File: config.mk
export PLATFORM = sky130hd
export DESIGN_NAME = conv_encoder_k3_flat
export DESIGN_NICKNAME = d
export VERILOG_FILES = /design/src/rtl/viterbi_pkg.sv /design/src/rtl/conv_encoder_k3_if.sv /design/src/rtl/conv_enc_core.sv /design/src/rtl/conv_encoder_k3.sv /design/src/flat_wrapper.sv
export SDC_FILE = /design/constraint.sdc
export NUM_CORES = 1
export LEC_CHECK = 0
export ABC_CLOCK_PERIOD_IN_PS = 2620
export CAP_MARGIN = 20
export CORE_MARGIN = 2
export CORE_UTILIZATION = 35
export DETAILED_ROUTE_END_ITERATION = 16
export GPL_TIMING_DRIVEN = 0
export SETUP_SLACK_MARGIN = 0.2
export SYNTH_ARGS = -nofsm -noshare
export SYNTH_HDL_FRONTEND = slang
export SYNTH_SLANG_ARGS = --single-unit
export TNS_END_PERCENT = 100
File: constraint.sdc
create_clock -name clk -period 2.62 [get_ports clk]
set_clock_uncertainty 0.2 [all_clocks]
set_input_delay 0.393 -clock clk [delete_from_list [all_inputs] [get_ports clk]]
set_output_delay 0.393 -clock clk [all_outputs]
set_load 0.005 [all_outputs]
File: src/rtl/viterbi_pkg.sv
// Shared trellis definitions for the K=3 rate-1/2 encoder and the Viterbi decoder.
// The decoder's branch metrics and traceback must use these same generators.
package viterbi_pkg;

  localparam int K = 3;
  localparam logic [K-1:0] G0 = 3'b111;
  localparam logic [K-1:0] G1 = 3'b101;

  typedef logic [1:0] sym_t;

  typedef enum logic {
    DATA = 1'b0,
    TAIL = 1'b1
  } enc_state_t;

  // Parity of the window bits selected by a generator
  function automatic logic parity(input logic [K-1:0] w, input logic [K-1:0] g);
    return ^(w & g);
  endfunction

endpackage

File: src/rtl/conv_encoder_k3_if.sv
// Bit-in / symbol-out handshake bundle of the convolutional encoder.
interface conv_encoder_k3_if;
  import viterbi_pkg::*;

  logic in_valid;
  logic in_ready;
  logic in_bit;
  logic out_valid;
  logic out_ready;
  sym_t out_pair;
  logic out_last;

  modport slave (
    input  in_valid, in_bit, out_ready,
    output in_ready, out_valid, out_pair, out_last
  );

  modport master (
    output in_valid, in_bit, out_ready,
    input  in_ready, out_valid, out_pair, out_last
  );

endinterface

File: src/rtl/conv_enc_core.sv
// Combinational window-to-symbol mapper: w = {b, s}, out[i] = parity(w & Gi).
module conv_enc_core
  import viterbi_pkg::*;
(
  input  logic         b,
  input  logic [K-2:0] s,
  output sym_t         sym
);

  logic [K-1:0] w_s;

  assign w_s = {b, s};
  assign sym = {parity(w_s, G1), parity(w_s, G0)};

endmodule

File: src/rtl/conv_encoder_k3.sv
// Framed rate-1/2 K=3 convolutional encoder; every frame is flushed with K-1
// zero tail bits so the decoder trellis terminates in state 0.
module conv_encoder_k3
  import viterbi_pkg::*;
#(
  parameter  int FRAME_LEN = 16,
  localparam int CNT_W     = $clog2(FRAME_LEN + 1)
) (
  input  logic              clk,
  input  logic              rst,
  conv_encoder_k3_if.slave  bus,
  output logic              busy
);

  localparam int TAIL_W = (K > 2) ? $clog2(K - 1) : 1;

  enc_state_t        state_r;
  logic [K-2:0]      s_r;
  logic [CNT_W-1:0]  cnt_r;
  logic [TAIL_W-1:0] tail_cnt_r;
  sym_t              out_pair_r;
  logic              out_valid_r;
  logic              out_last_r;

  logic         load_ok_s;
  logic         accept_s;
  logic         b_s;
  logic [K-2:0] next_s_s;
  sym_t         sym_s;

  assign load_ok_s = !out_valid_r || bus.out_ready;
  assign accept_s  = (state_r == DATA) && bus.in_valid && load_ok_s;
  assign b_s       = (state_r == DATA) ? bus.in_bit : 1'b0;
  assign next_s_s  = {b_s, s_r[K-2:1]};

  conv_enc_core u_core (
    .b   (b_s),
    .s   (s_r),
    .sym (sym_s)
  );

  // Frame FSM, bit/tail counters, shift state and the output register
  always_ff @(posedge clk) begin
    if (rst) begin
      state_r     <= DATA;
      s_r         <= {(K-1){1'b0}};
      cnt_r       <= {CNT_W{1'b0}};
      tail_cnt_r  <= {TAIL_W{1'b0}};
      out_pair_r  <= 2'b00;
      out_valid_r <= 1'b0;
      out_last_r  <= 1'b0;
    end else begin
      case (state_r)
        DATA: begin
          if (accept_s) begin
            out_pair_r  <= sym_s;
            out_valid_r <= 1'b1;
            out_last_r  <= 1'b0;
            s_r         <= next_s_s;
            if (cnt_r == CNT_W'(FRAME_LEN - 1)) begin
              cnt_r      <= {CNT_W{1'b0}};
              tail_cnt_r <= {TAIL_W{1'b0}};
              state_r    <= TAIL;
            end else begin
              cnt_r <= cnt_r + CNT_W'(1);
            end
          end else if (bus.out_ready) begin
            out_valid_r <= 1'b0;
          end
        end
        TAIL: begin
          if (load_ok_s) begin
            out_pair_r  <= sym_s;
            out_valid_r <= 1'b1;
            // Final flush symbol returns the trellis to state 0
            if (tail_cnt_r == TAIL_W'(K - 2)) begin
              out_last_r <= 1'b1;
              s_r        <= {(K-1){1'b0}};
              state_r    <= DATA;
            end else begin
              out_last_r <= 1'b0;
              s_r        <= next_s_s;
              tail_cnt_r <= tail_cnt_r + TAIL_W'(1);
            end
          end
        end
        default: begin
          state_r <= DATA;
        end
      endcase
    end
  end

  assign bus.in_ready  = (state_r == DATA) && load_ok_s;
  assign bus.out_valid = out_valid_r;
  assign bus.out_pair  = out_pair_r;
  assign bus.out_last  = out_last_r;
  assign busy          = (cnt_r != {CNT_W{1'b0}}) || (state_r == TAIL);

endmodule
File: src/flat_wrapper.sv
// flat-port wrapper written by rule: the top's interface ports become plain ports
module conv_encoder_k3_flat import viterbi_pkg::*;
#(
  parameter  int FRAME_LEN = 16,
  localparam int CNT_W     = $clog2(FRAME_LEN + 1)
)
  (clk, rst, busy, bus_in_valid, bus_in_bit, bus_out_ready, bus_in_ready, bus_out_valid, bus_out_pair, bus_out_last);
  conv_encoder_k3_if bus_i ();
  input  logic clk;
  input  logic rst;
  output logic busy;
  input wire logic [$bits(bus_i.in_valid)-1:0] bus_in_valid;
  input wire logic [$bits(bus_i.in_bit)-1:0] bus_in_bit;
  input wire logic [$bits(bus_i.out_ready)-1:0] bus_out_ready;
  output wire logic [$bits(bus_i.in_ready)-1:0] bus_in_ready;
  output wire logic [$bits(bus_i.out_valid)-1:0] bus_out_valid;
  output wire logic [$bits(bus_i.out_pair)-1:0] bus_out_pair;
  output wire logic [$bits(bus_i.out_last)-1:0] bus_out_last;
  assign bus_i.in_valid = bus_in_valid;
  assign bus_i.in_bit = bus_in_bit;
  assign bus_i.out_ready = bus_out_ready;
  assign bus_in_ready = bus_i.in_ready;
  assign bus_out_valid = bus_i.out_valid;
  assign bus_out_pair = bus_i.out_pair;
  assign bus_out_last = bus_i.out_last;
  conv_encoder_k3 #(.FRAME_LEN(FRAME_LEN)) u_core (.clk(clk), .rst(rst), .bus(bus_i), .busy(busy));
endmodule
# Word level (Yosys, flattened, before mapping)
# Index checks and enable logic that the tools add are counted.
# Widths: inputs -> output; s select.
# totals
ff_bits	13
inputBits	5
output_inout_bits	6
word_cells	55
# classes
addsub	2
n_eq_ne	5
n_mux	27
bitwise_logic	1
n_reduce_logical	13
# ops
operator	n
$mux 1	15
$mux 2	5
$pmux 1 s2	4
$pmux 2 s2	2
$reduce_and 2->1	3
$reduce_xor 3->1	2
$add 5x1->5 const B	1
$eq 5x4->1 const B	1
$mux 5	1
$reduce_bool 5->1	1
$ne 2x2->1 const B	2
$logic_and 1x1->1	3
$ne 3x2->1 const B	1
$reduce_and 3->1	1
$logic_or 1x1->1	2
$ne 2x1->1 const B	1
$add 1x1->1 const B	1
$logic_not 1->1	1
$not 1->1	1

# Depth between registers and ports, before layout
# Gate-level depths: netlist of the first run.
# logic_depth
word_depth	5
mapped_depth	5
ltp_nobuf	4

# By module
# Synthesis of the first run repeated with hierarchy kept, for this count alone.
# unflattened
cells_unflattened	77
area_unflattened_um2	673.1
# by_module_without_submodules
module	instances	cells_each	area_per_inst_um2
conv_encoder_k3	1	75	640.6
conv_enc_core	1	2	32.5

# Least setup slack after synthesis of the first run
# No wires, ideal clock.
# synth_timing
path_type	input port to flip-flop
from	in bus_out_ready
to	reg u_core.out_pair_r[0] (netlist: u_core.bus.out_pair[0])
setup_ps	62
arrival_ps	1141
required_ps	2358
slack_ps	1217
stages	4
cell_sequence	nand2b_2 -> o21ai_2 -> or4_1 -> nand3_1
# synth_via
elab_chain_len	4
# synth_lines
item	line_no	rtl
from (decl)	flat_wrapper.sv:14	input wire logic [$bits(bus_i.out_ready)-1:0] bus_out_ready;
$logic_or 1x1->1 (*)	conv_encoder_k3.sv:31	assign load_ok_s = !out_valid_r || bus.out_ready;
$logic_and 1x1->1	conv_encoder_k3.sv:32	assign accept_s = (state_r == DATA) && bus.in_valid && load_ok_s;
$ne 2x1->1 (no source line)	--	
$reduce_and 2->1 (no source line) (*)	--	
to (signal assigned)	conv_encoder_k3.sv:56	out_pair_r <= sym_s;
to (signal assigned)	conv_encoder_k3.sv:73	out_pair_r <= sym_s;
to (decl)	conv_encoder_k3.sv:21	sym_t out_pair_r;
# Mark *: on every way between the ends. The rest lies on a longest branch, timed or not.
# A chain may end at the register's enable or synchronous reset.

# Worst setup path after layout of the first run
# layout_timing
from	in bus_out_ready
to	out bus_in_ready
# layout_via
elab_chain_len	2
# layout_lines
item	line_no	rtl
$logic_or 1x1->1	conv_encoder_k3.sv:31	
$logic_and 1x1->1	conv_encoder_k3.sv:94	assign bus.in_ready = (state_r == DATA) && load_ok_s;
to (decl)	flat_wrapper.sv:15	output wire logic [$bits(bus_i.in_ready)-1:0] bus_in_ready;
# Every way passes these cells.

==> impl_metrics.env, run 1 <==
export IMPL_place_gp_congestion=0.778
export IMPL_fin_setup_tns_ps=0
export IMPL_path_class="input port to output port"
export IMPL_die_area_um2=2140
export IMPL_hp_start="u_core.s_r[0]"
export IMPL_synthXorXnorAreaFrac_pct=2.80
export IMPL_fin_ws_ps=371
export IMPL_slew_violations=0
export IMPL_ys_warn_count=0
export IMPL_root_buffer="clkbuf_4"
export IMPL_gr_usage_all_layers_pct=15.3
export IMPL_grt_pass1_wl_mm=2.23
export IMPL_die_x_um=46.3
export IMPL_total_leakage_power_nw=0.290
export IMPL_drc=0
export IMPL_die_h_um=46.3
export IMPL_clk_latency_ps=280
export IMPL_final_min_clock_period_ps=2250
export IMPL_synth_fp_nets=80
export IMPL_post_cts_setup_buffers=0
export IMPL_power_density_nw_per_um2=501
export IMPL_ys_types=31
export IMPL_timing_critical_path_required_ps=2030
export IMPL_final_setup_viol_count=0
export IMPL_drt_pass1_iterations=4
export IMPL_core_area_um2=1710
export IMPL_cp_arrival_ps=1660
export IMPL_synth_area_mux_share_pct=0
export IMPL_synth_top_family_by_area="simple AND/OR/NAND/NOR gates"
export IMPL_cts_resized=0
export IMPL_place_inst=108
export IMPL_maxCapViolations=0
export IMPL_syn_to_final_growth_pct=25.2
export IMPL_tightest_slew_ps=456
export IMPL_syn_cell_area_um2=626
export IMPL_antenna_found_initial=0
export IMPL_hold_viol_final=0
export IMPL_worstSetupStartpointType="input port"
export IMPL_startpoint="bus_out_ready"
export IMPL_critPathMaxFanout=6
export IMPL_drive_gt1_share_pct=11.5
export IMPL_htree_num_levels=1
export IMPL_status="complete, no violations"
export IMPL_grt_overflow=0
export IMPL_clockBufferDepth=2
export IMPL_n_antenna_cell=0
export IMPL_post_route_period_util_pct=85.8
export IMPL_ios=11
export IMPL_initial_core_util_pct=36.6
export IMPL_min_path_type="register to register"
export IMPL_numPortBuffers=10
export IMPL_cts_sinks=13
export IMPL_synth_ff_latch_count=13
export IMPL_drt_iter0_drc=8
export IMPL_wl_per_cell_um=11.9
export IMPL_rows=15
export IMPL_grt_max_degree=11
export IMPL_cts_tree="yes"
export IMPL_drtAntennaViolNets=0
export IMPL_fmax_ghz=0.445
export IMPL_vias=548
export IMPL_worst_setup_path_end_kind="output port"
export IMPL_synth_compound_area_share_pct=13.4
export IMPL_fin_cells=112
export IMPL_reg2reg_from="u_core.state_r"
export IMPL_rsz0062_at_grt="false"
export IMPL_path_clk_slew_ps=80
export IMPL_fin_nets=95
export IMPL_synth_area_per_cell_um2=8.57
export IMPL_synthCells=73
export IMPL_synth_simple_area_share_pct=34.6
export IMPL_place_ws_ps=375
export IMPL_cts_made_buffers=3
export IMPL_slew_headroom_pct=69.6
export IMPL_grt_pass1_vias=497
export IMPL_synth_fa_ha_area_share_pct=4.00
export IMPL_peakVddDrop_mv=0.276
export IMPL_via_per_inst=4.89
export IMPL_wirelength_mm=1.34
export IMPL_yosysSeqAreaShare_pct=41.6
export IMPL_cts_hold_buf=0
[cell usage after synthesis, drive strengths merged]
cell,count,area share (%)
dfxtp,13,42
nor3b,1,1.2
nand2b,2,3.6
o21ai,2,2.2
nand4b,1,1.4
a22oi,2,2.4
xnor2,1,1.4
or4,1,1.2
buf,1,1.8
a41oi,1,1.4
a211oi,1,1.2
nand2,8,4.8
nor2,13,9.0
inv,2,1.2
a311oi,1,1.4
nand3b,1,1.2
nand3,5,4.0
nand4,1,1.0
nor4,1,1.0
and2b,2,3.0
nor2b,1,1.0
a21oi,6,4.8
clkbuf,1,0.60
ha,2,4.0
and3b,1,1.4
xor2,1,1.4
nor3,1,0.80
[metal layers]
layer	up-vias	track usage [%]	wire (um)
met5	-	0	0
met1	247	19.8	672
met2	12	21.1	557
li1	284	-	-
met3	5	3.92	56
met4	0	12.0	51
[final timing paths]
kind | to | slack (ps) | cells after the start
max | bus_in_ready | 370 | 4
min | u_core.s_r[0] | 280 | 2
max reg2reg | u_core.cnt_r[3] | 1140 | 5
min reg2reg | u_core.s_r[0] | 280 | 2
[cells by family after synthesis]
group                      after synthesis
and+or+nand+nor                         39
AOI/OAI and AO/OA                       13
DFF                                     13
buffers and inverters                    4
xor gates and xnor gates                 2
adders and majority gates                2
[sequential cells by signal, indices dropped and copies added, names as in the netlist]
| name | flops |
|---|---|
| u_core.bus.out_last | 1 |
| u_core.tail_cnt_r | 1 |
| u_core.bus.out_pair | 2 |
| u_core.s_r | 2 |
| u_core.bus.out_valid | 1 |
| u_core.state_r | 1 |
| u_core.cnt_r | 5 |
[worst max-delay path, stage by stage]
cell and delay [ps]:
clkdlybuf4s50_1 460, and2b_4 220, nor2_1 80, clkdlybuf4s50_1 500
[power breakdown]
group | switching (mW) | internal, mW
clock network | 0.0678 | 0.0592
logic | 0.0257 | 0.0290
registers | 0.00619 | 0.205
[final cells by class]
type                       count  area (um^2)
clock buffer                   4         26.3
inverter                       2         7.51
buffer                         2         15.0
tap                           25         31.3
timing repair buffer          10          100
sequential                    13          260
fill                         182          925
multi-input combinational     56          343
[metrics by stage]
step	power, mW	hold slack [ps]	instance area [um^2]	util, %
2_1_floorplan	0.243	244	626	-
3_3_place_gp	0.270	255	757	44.3
3_5_place_dp	0.271	269	757	44.3
4_1_cts	0.401	282	783	45.9
5_1_grt	0.413	294	783	45.9
6_report	0.393	279	783	45.9
[layout by cell type (no fill, tap or decap), drive strengths merged, types with 2 or more instances in the layout]
cell type / netlist / final
dfxtp: 13 / 13
ha: 2 / 2
clkdlybuf4s50: 0 / 10
a22oi: 2 / 2
inv: 2 / 2
nand2: 8 / 8
nand2b: 2 / 2
clkbuf: 1 / 5
nand3: 5 / 5
and2b: 2 / 2
a21oi: 6 / 6
o21ai: 2 / 2
nor2: 13 / 13
Note: power is estimated with default switching activity, not from simulation.
==> run 2, diff against run 1 <==
ABC_CLOCK_PERIOD_IN_PS = 2500   (was 2620)
CORE_UTILIZATION = 48   (was 35)
PLACE_DENSITY = 0.74   (was default)
clock period = 2.5 ns   (was 2.62 ns; I/O delays follow)
==> run 2 against run 1 <==
Non-clock buffer count unchanged. Final cell count down 8.9%. Design area down 1.3%. Via count decreased by 0.55%. Largest power group unchanged. Critical endpoint is now busy. Critical path type is now register to output port. Utilization increased by 16 points.
==> impl_metrics.env, run 2 (same netlist as run 1, synthesis figures left out) <==
export IMPL_status="complete, no violations"
export IMPL_critPathMaxFanout=6
export IMPL_post_route_period_util_pct=83.5
export IMPL_worst_setup_path_end_kind="output port"
export IMPL_fmax_ghz=0.479
export IMPL_gr_usage_met1_pct=22.8
export IMPL_largest_register="u_core.cnt_r"
export IMPL_grt_max_degree=11
export IMPL_cts_tree="yes"
export IMPL_cp_arrival_ps=1510
export IMPL_placed_area_um2=744
export IMPL_clk_latency_ps=280
export IMPL_drive_gt1_share_pct=11.5
export IMPL_grt_overflow=0
export IMPL_tightest_slew_ps=458
export IMPL_slew_headroom_pct=69.5
export IMPL_use_met2_pct=33.1
export IMPL_largest_reg_flops=5
export IMPL_wirelength_mm=1.23
export IMPL_clockBufferDepth=2
export IMPL_grt_pass1_vias=490
export IMPL_final_cell_area_um2=773
export IMPL_hold_ws_ps=270
export IMPL_final_min_clock_period_ps=2090
export IMPL_rsz0062_at_grt="false"
export IMPL_fin_nets=95
export IMPL_p_total_mw=0.408
export IMPL_cts_hold_buf=0
export IMPL_root_buffer="clkbuf_4"
export IMPL_grt_pass1_wl_mm=2.04
export IMPL_gr_usage_all_layers_pct=19.7
export IMPL_peakVddDrop_mv=0.242
export IMPL_grt_busiest_layer="met2"
export IMPL_drt_pass1_iterations=3
export IMPL_vias=545
export IMPL_initial_core_util_pct=50.0
export IMPL_timing_critical_path_required_ps=1920
export IMPL_cts_made_buffers=3
export IMPL_die_h_um=40.1
export IMPL_die_x_um=40.1
export IMPL_min_path_type="register to register"
export IMPL_drtAntennaViolNets=0
export IMPL_syn_to_final_growth_pct=23.6
export IMPL_drt_iter0_drc=5
export IMPL_fin_setup_tns_ps=0
export IMPL_cts_sinks=13
export IMPL_layout_common_cells="dfxtp_1, nor2_1, clkdlybuf4s50_1, nand2_1, a21oi_1"
export IMPL_path_class="register to output port"
export IMPL_place_gp_congestion=0.703
export IMPL_use_met3_pct=8.33
export IMPL_htree_num_levels=1
export IMPL_antenna_found_initial=0
export IMPL_dpl_hpwl_um=910
export IMPL_fin_cells=102
export IMPL_rows=13
export IMPL_via_per_inst=5.34
export IMPL_area_sequential_um2=260
export IMPL_final_common_cell="dfxtp_1"
export IMPL_final_setup_viol_count=0
export IMPL_hold_viol_final=0
export IMPL_n_antenna_cell=0
export IMPL_worstSetupStartpointType="register"
export IMPL_power_density_nw_per_um2=528
export IMPL_post_cts_setup_buffers=0
export IMPL_drc=0
export IMPL_core_area_um2=1250
export IMPL_place_inst=98
export IMPL_fill_cells=116
export IMPL_regToRegSetupSlack_ps=1090
export IMPL_die_area_um2=1610
export IMPL_multi_input_area_um2=343
export IMPL_path_clk_slew_ps=80
export IMPL_maxCapViolations=0
export IMPL_ios=11
export IMPL_wl_per_cell_um=12.0
export IMPL_total_leakage_power_nw=0.292
export IMPL_slew_violations=0
export IMPL_numPortBuffers=10
-- run 2: changes by cell type in the layout (fill, tap and decap cells not counted), sizes merged --
cell,delta
dlymetal6s2s,+1
clkdlybuf4s50,-1
-- run 2: worst paths after layout --
kind	start	to	depth (start not counted)
max	u_core.cnt_r[2]	busy	3
min	u_core.s_r[0]	u_core.s_r[0]	2
max reg2reg	u_core.state_r	u_core.cnt_r[3]	5
min reg2reg	u_core.s_r[0]	u_core.s_r[0]	2
-- run 2: critical path: stages (launching register included) --
cell and delay [ps]:
dfxtp_1 360, nor4_1 340, nand2_1 90, clkdlybuf4s50_1 440
-- run 2: per-layer routing --
layer / part of all wire [%] / wire length, um
met1: 48 / 592
met2: 47 / 581
met3: 3.7 / 45
met4: 0.81 / 10
met5: 0 / 0
-- run 2: what timing repair did --
action / CTS / global route
gates resized for setup: 0 / 1
endpoints found under the setup margin: 0 / 1
hold endpoints to repair: 0 / 0
-- run 2: through the flow --
step	utilization, %	setup slack [ps]
after floorplan	-	1120
after global placement	59.4	299
after detailed placement	59.4	282
after CTS	61.5	278
after global routing	61.7	327
final	61.7	412
-- run 2: report_power, final --
group          internal (mW)  switching, mW  total, mW
clock                 0.0619         0.0692      0.131
sequential             0.215        0.00641      0.221
combinational         0.0302         0.0260     0.0563
-- run 2: layout make-up --
cell class / instances / area share (%)
Multi-Input combinational cell: 56 / 44.3
Tap cell: 15 / 2.43
Sequential cell: 13 / 33.7
Clock buffer: 4 / 3.40
Buffer: 2 / 1.94
Inverter: 2 / 0.971
Timing Repair Buffer: 10 / 13.3
==> run 3, diff against run 2 <==
ABC_CLOCK_PERIOD_IN_PS = 2000   (was 2500)
clock period = 2 ns   (was 2.5 ns; I/O delays follow)
==> run 3 against run 2 <==
Design area up 3.4%. Worst hold slack improved by 1.2 ps. Critical path depth unchanged. Via count increased by 2.0%. Final cell count up 2.0%. Count of clock-buffer cells in the layout unchanged. Die area unchanged. Global-route usage increased by 1.6 points. Critical path type unchanged.
==> impl_metrics.env, run 3 (same netlist as run 1, synthesis figures left out) <==
export IMPL_status="complete, no violations"
export IMPL_die_x_um=40.1
export IMPL_die_h_um=40.1
export IMPL_fill_cells=117
export IMPL_initial_core_util_pct=50.0
export IMPL_dpl_hpwl_um=910
export IMPL_tightest_slew_ps=462
export IMPL_fmax_ghz=0.574
export IMPL_drt_pass1_iterations=2
export IMPL_cts_sinks=13
export IMPL_grt_overflow=0
export IMPL_placed_area_um2=744
export IMPL_worst_setup_path_end_kind="output port"
export IMPL_peakVddDrop_mv=0.303
export IMPL_grt_pass1_vias=498
export IMPL_drive_gt1_share_pct=19.1
export IMPL_post_route_period_util_pct=87.1
export IMPL_regToRegSetupSlack_ps=460
export IMPL_slew_headroom_pct=69.2
export IMPL_endpoint="busy"
export IMPL_antenna_found_initial=0
export IMPL_cts_made_buffers=3
export IMPL_total_leakage_power_nw=0.309
export IMPL_final_cell_area_um2=800
export IMPL_wirelength_mm=1.28
export IMPL_reg2reg_from="u_core.state_r"
export IMPL_final_common_cell="nor2_1"
export IMPL_syn_to_final_growth_pct=27.8
export IMPL_numPortBuffers=10
export IMPL_fin_setup_tns_ps=0
export IMPL_cp_arrival_ps=1240
export IMPL_final_min_clock_period_ps=1740
export IMPL_worstSetupStartpointType="register"
export IMPL_clockBufferDepth=2
export IMPL_place_ws_ps=-68.2
export IMPL_cts_hold_buf=0
export IMPL_r2r_worst_path_cells=6
export IMPL_path_clk_slew_ps=80
export IMPL_layout_common_cells="nor2_1, dfxtp_1, nand2_1, clkdlybuf4s50_1, a21oi_1"
export IMPL_clk_latency_ps=280
export IMPL_largest_register="u_core.cnt_r"
export IMPL_via_per_inst=5.35
export IMPL_timing_critical_path_required_ps=1500
export IMPL_slew_violations=0
export IMPL_startpoint="u_core.cnt_r[2]"
export IMPL_root_buffer="clkbuf_4"
export IMPL_die_area_um2=1610
export IMPL_path_class="register to output port"
export IMPL_drtAntennaViolNets=0
export IMPL_fin_ws_ps=259
export IMPL_drt_iter0_drc=4
export IMPL_vias=556
export IMPL_fin_nets=97
export IMPL_n_antenna_cell=0
export IMPL_power_density_nw_per_um2=640
export IMPL_drc=0
export IMPL_largest_reg_flops=5
export IMPL_grt_max_degree=11
export IMPL_core_area_um2=1250
export IMPL_critPathMaxFanout=6
export IMPL_ios=11
export IMPL_hold_viol_final=0
export IMPL_htree_num_levels=1
export IMPL_grt_pass1_wl_mm=2.16
export IMPL_cts_tree="yes"
export IMPL_place_gp_congestion=0.703
export IMPL_maxCapViolations=0
export IMPL_rows=13
export IMPL_min_path_type="register to register"
export IMPL_rsz0062_at_grt="true"
export IMPL_gr_usage_all_layers_pct=21.3
export IMPL_final_setup_viol_count=0
export IMPL_wl_per_cell_um=12.3
export IMPL_rr_endpoint="u_core.cnt_r[3]"
export IMPL_hold_ws_ps=271
-- run 3: report_power, final --
| group | internal (mW) | switching, mW | leakage, nW |
|---|---|---|---|
| logic | 0.0378 | 0.0328 | 0.187 |
| registers | 0.269 | 0.00823 | 0.107 |
| clock network | 0.0774 | 0.0870 | 0.0150 |
| total | 0.384 | 0.128 | 0.309 |
-- run 3: worst min-delay path by stage --
stage	startpoint	to	slack (ps)	depth (start not counted)
final	u_core.s_r[0]	u_core.s_r[0]	270	2
after global routing	u_core.s_r[0]	u_core.s_r[0]	300	2
after CTS	u_core.s_r[0]	u_core.s_r[0]	270	2
after detailed placement	u_core.s_r[0]	u_core.s_r[0]	260	2
after global placement	u_core.s_r[0]	u_core.s_r[0]	250	2
after floorplan	rst	u_core.cnt_r[3]	170	1
-- run 3: layer usage --
layer  part of all wire [%]  GRT usage, %
met1                     47          24.5
met4                    1.1          10.3
met2                     49          34.3
met3                    3.0          8.33
met5                      0             0
-- run 3: final cells by class --
| class | count | area [um^2] | area share [%] |
|---|---|---|---|
| Clock buffer | 4 | 26.3 | 3.29 |
| Sequential cell | 13 | 263 | 32.9 |
| Buffer | 2 | 15.0 | 1.88 |
| Multi-Input combinational cell | 56 | 358 | 44.8 |
| Tap cell | 15 | 18.8 | 2.35 |
| Timing Repair Buffer | 12 | 111 | 13.9 |
| Inverter | 2 | 7.51 | 0.939 |
-- run 3: repair_timing --
action,in CTS,in global routing
setup endpoints to repair,2,2
gates cloned,0,0
pin swaps,2,2
resized for setup,8,2
setup buffers,2,0
-- run 3: metrics by stage --
step / util, % / cells / power, mW
global route: 63.8 / 104 / 0.541
floorplan: - / 73 / 0.319
CTS: 64.1 / 104 / 0.519
detailed placement: 59.4 / 98 / 0.353
global placement: 59.4 / 98 / 0.352
finish: 63.8 / 104 / 0.512
-- run 3: critical path: stages, from the launching register on --
cell,delay [ps]
dfxtp_1,380
nor4_4,300
nand2_1,80
clkdlybuf4s15_2,200
